## src/rtl/rvb_pcpi_issuer.sv

```systemverilog
// PCPI initiator: takes one instruction plus operands, drives the PCPI bus until a
// responder completes it or a timeout marks it unclaimed, then returns the result.
module rvb_pcpi_issuer #(
    parameter int TIMEOUT = 16
) (
    input  logic        clk,
    input  logic        resetn,
    input  logic        req_valid,
    output logic        req_ready,
    input  logic [31:0] req_insn,
    input  logic [31:0] req_rs1,
    input  logic [31:0] req_rs2,
    input  logic [31:0] req_rs3,
    output logic        rsp_valid,
    input  logic        rsp_ready,
    output logic        rsp_wr,
    output logic [31:0] rsp_rd,
    output logic        rsp_trap,
    output logic        pcpi_valid,
    output logic [31:0] pcpi_insn,
    output logic [31:0] pcpi_rs1,
    output logic [31:0] pcpi_rs2,
    output logic [31:0] pcpi_rs3,
    input  logic        pcpi_wr,
    input  logic [31:0] pcpi_rd,
    input  logic        pcpi_wait,
    input  logic        pcpi_ready,
    output logic        err_proto
);
    typedef enum logic [1:0] {IDLE, ISSUE, RESP} state_t;

    localparam logic [7:0] CNT_LAST = 8'(TIMEOUT - 1);

    state_t      state_reg;
    logic [7:0]  cnt_reg;
    logic        claimed_reg;
    logic        req_ready_reg;
    logic        rsp_valid_reg;
    logic        rsp_wr_reg;
    logic [31:0] rsp_rd_reg;
    logic        rsp_trap_reg;
    logic        pcpi_valid_reg;
    logic [31:0] insn_reg, rs1_reg, rs2_reg, rs3_reg;
    logic        err_reg;

    always_ff @(posedge clk or negedge resetn) begin
        if (!resetn) begin
            state_reg      <= IDLE;
            cnt_reg        <= 8'd0;
            claimed_reg    <= 1'b0;
            req_ready_reg  <= 1'b0;
            rsp_valid_reg  <= 1'b0;
            rsp_wr_reg     <= 1'b0;
            rsp_rd_reg     <= 32'd0;
            rsp_trap_reg   <= 1'b0;
            pcpi_valid_reg <= 1'b0;
            insn_reg       <= 32'd0;
            rs1_reg        <= 32'd0;
            rs2_reg        <= 32'd0;
            rs3_reg        <= 32'd0;
            err_reg        <= 1'b0;
        end else begin
            // A responder may only answer while a request is on the bus.
            if ((pcpi_ready || pcpi_wait) && !pcpi_valid_reg)
                err_reg <= 1'b1;

            case (state_reg)
                IDLE: begin
                    req_ready_reg <= 1'b1;
                    if (req_valid && req_ready_reg) begin
                        insn_reg       <= req_insn;
                        rs1_reg        <= req_rs1;
                        rs2_reg        <= req_rs2;
                        rs3_reg        <= req_rs3;
                        cnt_reg        <= 8'd0;
                        claimed_reg    <= 1'b0;
                        req_ready_reg  <= 1'b0;
                        pcpi_valid_reg <= 1'b1;
                        state_reg      <= ISSUE;
                    end
                end
                ISSUE: begin
                    // Completion outranks wait and timeout expiry in the same cycle.
                    if (pcpi_ready) begin
                        rsp_wr_reg     <= pcpi_wr;
                        rsp_rd_reg     <= pcpi_rd;
                        rsp_trap_reg   <= 1'b0;
                        rsp_valid_reg  <= 1'b1;
                        pcpi_valid_reg <= 1'b0;
                        state_reg      <= RESP;
                    end else if (pcpi_wait) begin
                        claimed_reg <= 1'b1;
                    end else if (!claimed_reg) begin
                        if (cnt_reg == CNT_LAST) begin
                            rsp_wr_reg     <= 1'b0;
                            rsp_rd_reg     <= 32'd0;
                            rsp_trap_reg   <= 1'b1;
                            rsp_valid_reg  <= 1'b1;
                            pcpi_valid_reg <= 1'b0;
                            state_reg      <= RESP;
                        end else if (cnt_reg != 8'hFF) begin
                            cnt_reg <= cnt_reg + 8'd1;
                        end
                    end
                end
                RESP: begin
                    if (rsp_ready) begin
                        rsp_valid_reg <= 1'b0;
                        req_ready_reg <= 1'b1;
                        state_reg     <= IDLE;
                    end
                end
                default: state_reg <= IDLE;
            endcase
        end
    end

    assign req_ready  = req_ready_reg;
    assign rsp_valid  = rsp_valid_reg;
    assign rsp_wr     = rsp_wr_reg;
    assign rsp_rd     = rsp_rd_reg;
    assign rsp_trap   = rsp_trap_reg;
    assign pcpi_valid = pcpi_valid_reg;
    assign pcpi_insn  = insn_reg;
    assign pcpi_rs1   = rs1_reg;
    assign pcpi_rs2   = rs2_reg;
    assign pcpi_rs3   = rs3_reg;
    assign err_proto  = err_reg;
endmodule

```

## config.mk

```make
export PLATFORM = sky130hd
export DESIGN_NAME = rvb_pcpi_issuer
export DESIGN_NICKNAME = d
export VERILOG_FILES = /design/src/rtl/rvb_pcpi_issuer.sv
export SDC_FILE = /design/constraint.sdc
export NUM_CORES = 1
export LEC_CHECK = 0
export ABC_CLOCK_PERIOD_IN_PS = 3900
export BUFFER_PORTS_ARGS = -buffer_cell sky130_fd_sc_hd__buf_2
export CAP_MARGIN = 20
export CORE_AREA = 2 2 130 132
export CTS_CLUSTER_DIAMETER = 30
export CTS_CLUSTER_SIZE = 8
export DETAILED_ROUTE_END_ITERATION = 8
export DIE_AREA = 0 0 132 134
export PLACE_DENSITY = 0.8
export RECOVER_POWER = 25
export SYNTH_ARGS = -nofsm -noshare
export SYNTH_HDL_FRONTEND = slang
export SYNTH_SLANG_ARGS = --single-unit
```

## constraint.sdc

```tcl
create_clock -name clk -period 3.9 [get_ports clk]
set_input_delay 0 -clock clk [delete_from_list [all_inputs] [get_ports clk]]
set_output_delay 0 -clock clk [all_outputs]
set_load 0.02 [all_outputs]
```

==> results of run 1 <==
[worst register-to-register path, cell delays in order, from the launching register on]
cell and delay [ns]:
dfrtp_1 0.50, nor4bb_4 0.41, buf_4 0.69, mux2_2 0.52
[cell families after synthesis]
| family | share of synthesized area, % |
|---|---|
| fa+ha+maj | 0.1841 |
| mux | 21.36 |
| simple gates | 3.002 |
| compound gates | 7.053 |
| buf+inv | 3.204 |
| flops | 65.19 |
[cells in the final DEF, fill, tap and decap left out, types with 2 or more instances in the layout]
master         Yosys  routed
clkbuf_1           1     118
o21ai_0            4       4
nand2b_1           5       5
a31oi_1            7       7
clkinv_2           0       2
a21oi_1            7       7
nand2_1            3       3
nor2_1             7       7
a41oi_1            2       2
clkinv_4           0       4
inv_1              2       2
a22o_1            33      33
buf_12             0       3
dfrtp_1          177     177
and2_1             2       2
and3_1             6       6
o22ai_1            2       2
inv_6              0       4
buf_2              9     216
mux2_2           119     119
buf_4              2       2
dlygate4sd3_1      0     168
bufinv_16          0       2
mux2_1             9       9
o21a_1             3       3
clkbuf_16          0      17
[power by group]
group	total, W	leakage (nW)	switching (W)	internal (W)
registers	0.00325	2.12	0.000526	0.00273
logic	0.00371	2.57	0.00221	0.00150
clock network	0.00171	0.289	0.000749	0.000959
[per-stage QoR]
| step | hold slack [ns] | total power, W | instances |
|---|---|---|---|
| 2_1_floorplan | -0.2956 | 0.005634 | 429 |
| 3_3_place_gp | 0.1987 | 0.006790 | 961 |
| 3_5_place_dp | 0.2080 | 0.006908 | 961 |
| 4_1_cts | 0.3125 | 0.008767 | 1160 |
| 5_1_grt | 0.3294 | 0.009086 | 1162 |
| 6_report | 0.3252 | 0.008667 | 1162 |
[final cells by class]
cell class / count / area, µm²
clock inverter: 13 / 151.4
fill: 1180 / 5530
clock buffer: 19 / 432.9
multi-input combinational: 225 / 2162
sequential: 177 / 4429
tap: 220 / 275.3
inverter: 2 / 7.507
timing repair buffer: 506 / 3301
[routing by layer]
| metal | share of wire [%] | GRT usage [%] | vias up |
|---|---|---|---|
| met1 | 39 | 26.47 | 2819 |
| met4 | 3.4 | 9.964 | 0 |
| met5 | 0 | 0 | - |
| met2 | 51 | 40.77 | 269 |
| li1 | - | - | 2556 |
| met3 | 5.9 | 6.765 | 55 |
[worst max path at each step]
stage | startpoint | endpoint | cells after the start
6_report | state_reg[0] | pcpi_rs1[4] | 3
5_1_grt | state_reg[0] | pcpi_rs1[4] | 3
2_1_floorplan | req_ready | pcpi_rs3[15] | 5
3_5_place_dp | state_reg[0] | pcpi_rs2[16] | 3
3_3_place_gp | state_reg[0] | pcpi_rs1[9] | 3
4_1_cts | state_reg[0] | pcpi_rs2[16] | 3
==> impl_metrics.json, run 1 <==
{
  "crit_path_end_kind": "register",
  "die_width_um": 132,
  "post_route_cells_drive_above_1_share_pct": 39.81,
  "clock_path_buffers": 2,
  "start_kind": "register",
  "worstHoldStart": "pcpi_rd[0]",
  "synth-edff-count": 0,
  "vias": 5699,
  "period_share_pct": 57.55,
  "cp_slowest_stage_delay_ns": 0.69,
  "ir_worst_vdd_uv": 468.2,
  "hold_path_depth": 3,
  "slowest_stage": "buf_4",
  "post-synth-top-area-cell": "dfrtp_1",
  "rsz0062_at_grt": "false",
  "io_buffers": 332,
  "nNetsFinal": 1097,
  "yosysWarnings": 0,
  "worstPathMaxFanout": 66,
  "yosysSeqAreaShare_pct": 65.19,
  "avgSynthCellArea_um2": 15.84,
  "finalWeightedCongestion": 0.7705,
  "drtIter0Drc": 224,
  "yosysMostFrequentCell": "dfrtp_1",
  "r2r_cells": 3,
  "cts_resized": 0,
  "clock_skew_ns": 0.01156,
  "r2r-end": "pcpi_rs1[4]",
  "clkSlewWorstSetupHoldPaths_ns": 0.07,
  "core-area_um2": 16290,
  "p_per_area_nw_per_um2": 805.5,
  "synthCells": 429,
  "synth_top_area_share_pct": 65.19,
  "worstPathRequired_ns": 4.20,
  "clock-root-buffer": "clkbuf_16",
  "antenna_found_initial": 0,
  "avgViaCountPerCell": 4.904,
  "ioPinCount": 333,
  "status": "finished clean",
  "routed_wl_um": 20570,
  "max-cap-violations": 0,
  "grt_use_total_pct": 23.20,
  "critPathBufInv": 1,
  "ctsHoldBuffers": 167,
  "htreeDepth": 4,
  "num_rows": 47,
  "yosys-top-cells-count": "177 x dfrtp_1, 119 x mux2_2, 33 x a22o_1",
  "hpwl_um": 12120,
  "hold_class": "in -> reg",
  "start_util_pct": 41.71,
  "syn_area_um2": 6794,
  "die_y_um": 134,
  "period_needed_ns": 2.244,
  "cts_inserted_buffers": 17,
  "final_area_um2": 10760,
  "r2r_setup_slack_ns": 1.66,
  "post_cts_buffers": 0,
  "finalWorstSetupSlack_ns": 1.656,
  "grt_pass1_vias": 6156,
  "drt_first_pass_iters": 4,
  "clkLatencyLatePin_ns": 0.43,
  "crit_family": "buffers and inverters",
  "dieArea_um2": 17690,
  "worst_r2r_startpoint": "state_reg[0]",
  "path_cells": "nor4bb_4, buf_4, mux2_2",
  "hold_end": "rsp_rd[0]",
  "wl_per_cell_um": 17.70,
  "syn_nets": 597,
  "hold_viol_final": 0,
  "synthToLayoutAreaGrowth_pct": 58.36,
  "n_antenna_cell": 0,
  "route.detailed.drc": 0,
  "synthArstFlopShare_pct": 100.0,
  "grt_pass1_wl_um": 32290,
  "power_leakage_nw": 4.983,
  "ys_types": 36,
  "setup_viol": 0,
  "antenna_left": 0,
  "pre_cts_ws_ns": 1.708,
  "place_area_um2": 8617,
  "grt.overflow.total": 0,
  "ys.flop_type": "dfrtp_1",
  "worstMarginPinSlew_ns": 1.105,
  "relSlewSlack_pct": 26.33,
  "synth_area_leaders": "dfrtp_1 65%, mux2_2 20%, a22o_1 4.3%",
  "arrival_ns": 2.55,
  "cts_tree": "yes",
  "critPathKind": "reg -> reg",
  "ys_seq_elements": 177,
  "final_util_pct": 66.05,
  "max_clock_freq_mhz": 445.6,
  "grt_max_degree": 110,
  "slew_violations": 0,
  "tns_ns": 0,
  "cts_sinks": 177
}
Power figures use the tool's default switching activity.
==> run 2, diff against run 1 <==
ABC_CLOCK_PERIOD_IN_PS = 2200   (was 3900)
CORE_AREA = 2 2 129 131   (was 2 2 130 132)
DIE_AREA = 0 0 131 133   (was 0 0 132 134)
PLACE_DENSITY = 0.81   (was 0.8)
clock period = 2.2 ns   (was 3.9 ns; I/O delays follow)
==> run 2 against run 1 <==
Die area down 1.5%. Global-route usage up 0.24 points. Cell area up 1.8%. Worst setup slack worse by 1.3 ns. Maximum frequency up 20%. Via count up 0.74%. Wire length down 0.79%. Combinational power up 89%. Flip-flop and latch count unchanged. First-iteration DRC count up 60%. Highest routed layer unchanged.
==> impl_metrics.json, run 2 (synthesis results as in run 1) <==
{
  "status": "finished clean",
  "ioPinCount": 333,
  "hold_path_depth": 3,
  "clock_skew_ns": 0.006875,
  "p_sw_share_pct": 39.12,
  "ir_worst_vdd_uv": 683.6,
  "cp_slowest_stage_delay_ns": 0.47,
  "avgViaCountPerCell": 4.911,
  "worstMarginPinSlew_ns": 1.479,
  "critPathBufInv": 2,
  "multi_input_area_um2": 2162,
  "dp_cells": 969,
  "worst_r2r_startpoint": "state_reg[1]",
  "vias": 5741,
  "start_kind": "register",
  "hold_end": "pcpi_rs3[24]",
  "crit_top_cell": "buf_12",
  "stdcell_count": 1169,
  "drt_first_pass_iters": 4,
  "core-area_um2": 16170,
  "wl_per_cell_um": 17.46,
  "p_int_w": 0.009569,
  "mostFrequentLayoutCell": "buf_2",
  "grt_use_total_pct": 23.45,
  "max-cap-violations": 0,
  "post_route_cells_drive_above_1_share_pct": 52.43,
  "route.detailed.drc": 0,
  "crit_family": "buffers and inverters",
  "hold_class": "in -> reg",
  "critPathKind": "reg -> reg",
  "r2r_cells": 4,
  "period_needed_ns": 1.866,
  "arrival_ns": 2.16,
  "seqPwrFrac_pct": 36.3,
  "cts_sinks": 177,
  "clkSlewWorstSetupHoldPaths_ns": 0.07,
  "setup_viol": 0,
  "finalWeightedCongestion": 0.7873,
  "grt_pass1_vias": 6223,
  "worstPathRequired_ns": 2.50,
  "nNetsFinal": 1103,
  "antenna_left": 0,
  "crit_path_end_kind": "register",
  "r2r_setup_slack_ns": 0.33,
  "clock-root-buffer": "clkbuf_16",
  "die_y_um": 133,
  "routed_wl_um": 20410,
  "pwr-share-comb_pct": 44.5,
  "power_leakage_nw": 5.340,
  "power_frac_clock_pct": 19.2,
  "worstHoldStart": "req_rs3[24]",
  "final_cell_mix": "330 x buf_2, 177 x dfrtp_1, 167 x dlygate4sd3_1",
  "cts_tree": "yes",
  "hpwl_um": 11490,
  "grt_pass1_wl_um": 31610,
  "n_fill_cell": 1069,
  "clkLatencyLatePin_ns": 0.42,
  "path_cells": "nor4bb_4, buf_12, buf_12, mux2_2",
  "hold_viol_final": 0,
  "slew_violations": 0,
  "antenna_found_initial": 1,
  "synthToLayoutAreaGrowth_pct": 61.22,
  "rsz0062_at_grt": "false",
  "dieArea_um2": 17420,
  "grt.overflow.total": 0,
  "drtIter0Drc": 358,
  "cts_resized": 0,
  "start_util_pct": 42.01,
  "num_rows": 47,
  "slowest_stage": "dfrtp_1",
  "worstPathMaxFanout": 32,
  "p_per_area_nw_per_um2": 1435,
  "r2r-end": "pcpi_rs1[29]",
  "relSlewSlack_pct": 1.416,
  "die_width_um": 131,
  "clock_path_buffers": 2,
  "max_clock_freq_mhz": 536.0,
  "switching_power_w": 0.006149,
  "period_share_pct": 84.80,
  "seqCellArea_um2": 4429,
  "cts_inserted_buffers": 17,
  "grt_max_degree": 60,
  "post_cts_buffers": 0,
  "tns_ns": 0,
  "htreeDepth": 4,
  "io_buffers": 332
}
run 2: cell count changes in the layout (fill, tap and decap cells not counted), moves of 2 or more:
cell / delta
buf_2: +114
clkinvlp_4: +2
buf_4: +4
clkbuf_1: -115
clkbuf_2: +2
buf_12: +2
run 2: per-stage QoR:
stage               setup slack, ns  util [%]  cell area, µm²  hold slack, ns  total power (W)
floorplan                    0.5617         -            6794         -0.2956         0.009987
global placement             0.4074     53.89            8715        0.004710          0.01211
detailed placement           0.3526     53.89            8715         0.01419          0.01230
CTS                          0.3371     67.83           10970          0.1199          0.01559
global route                 0.1664     67.73           10950          0.3269          0.01654
finish                       0.3344     67.73           10950          0.3336          0.01572
run 2: what timing repair did:
item / in CTS / in global routing
endpoints found under the setup margin: 0 / 0
hold buffers: 167 / 0
endpoints found under the hold margin: 221 / 0
run 2: how the worst max path moves through the flow:
stage | from | endpoint | depth (start not counted) | slack [ns]
CTS | state_reg[1] | pcpi_rs2[7] | 4 | 0.34
floorplan | req_ready | pcpi_rs3[15] | 5 | 0.56
global route | resetn | pcpi_rs2[14] | 3 | 0.17
finish | state_reg[1] | pcpi_rs1[29] | 4 | 0.33
global placement | state_reg[1] | pcpi_insn[1] | 4 | 0.41
detailed placement | state_reg[1] | pcpi_rs2[16] | 4 | 0.35
run 2: layer usage:
layer | global-route usage (%) | vias to the layer above | part of all wire, %
li1 | - | 2578 | -
met1 | 26.21 | 2823 | 37
met2 | 40.85 | 265 | 52
met3 | 5.904 | 75 | 6.1
met4 | 12.00 | 0 | 4.5
met5 | 0 | - | 0
run 2: layout make-up:
cell class	count	share of cell area (%)
clock inverter	13	1.371
sequential	177	40.44
clock buffer	19	3.952
multi-input combinational	225	19.74
inverter	2	0.06854
tap	220	2.513
timing repair buffer	512	31.89
antenna	1	0.02285
run 2: power groups by stage:
stage / clock [W] / combinational [W] / sequential [W]
floorplan: 0 / 0.00245 / 0.00754
detailed placement: 0 / 0.00665 / 0.00565
finish: 0.00301 / 0.00700 / 0.00571
CTS: 0.00308 / 0.00690 / 0.00561
global route: 0.00320 / 0.00744 / 0.00591
global placement: 0 / 0.00652 / 0.00559
run 2: worst reg2reg max path, cell delays in order (launching register included):
cell and delay, ns:
dfrtp_1 0.47, nor4bb_4 0.38, buf_12 0.26, buf_12 0.24, mux2_2 0.40
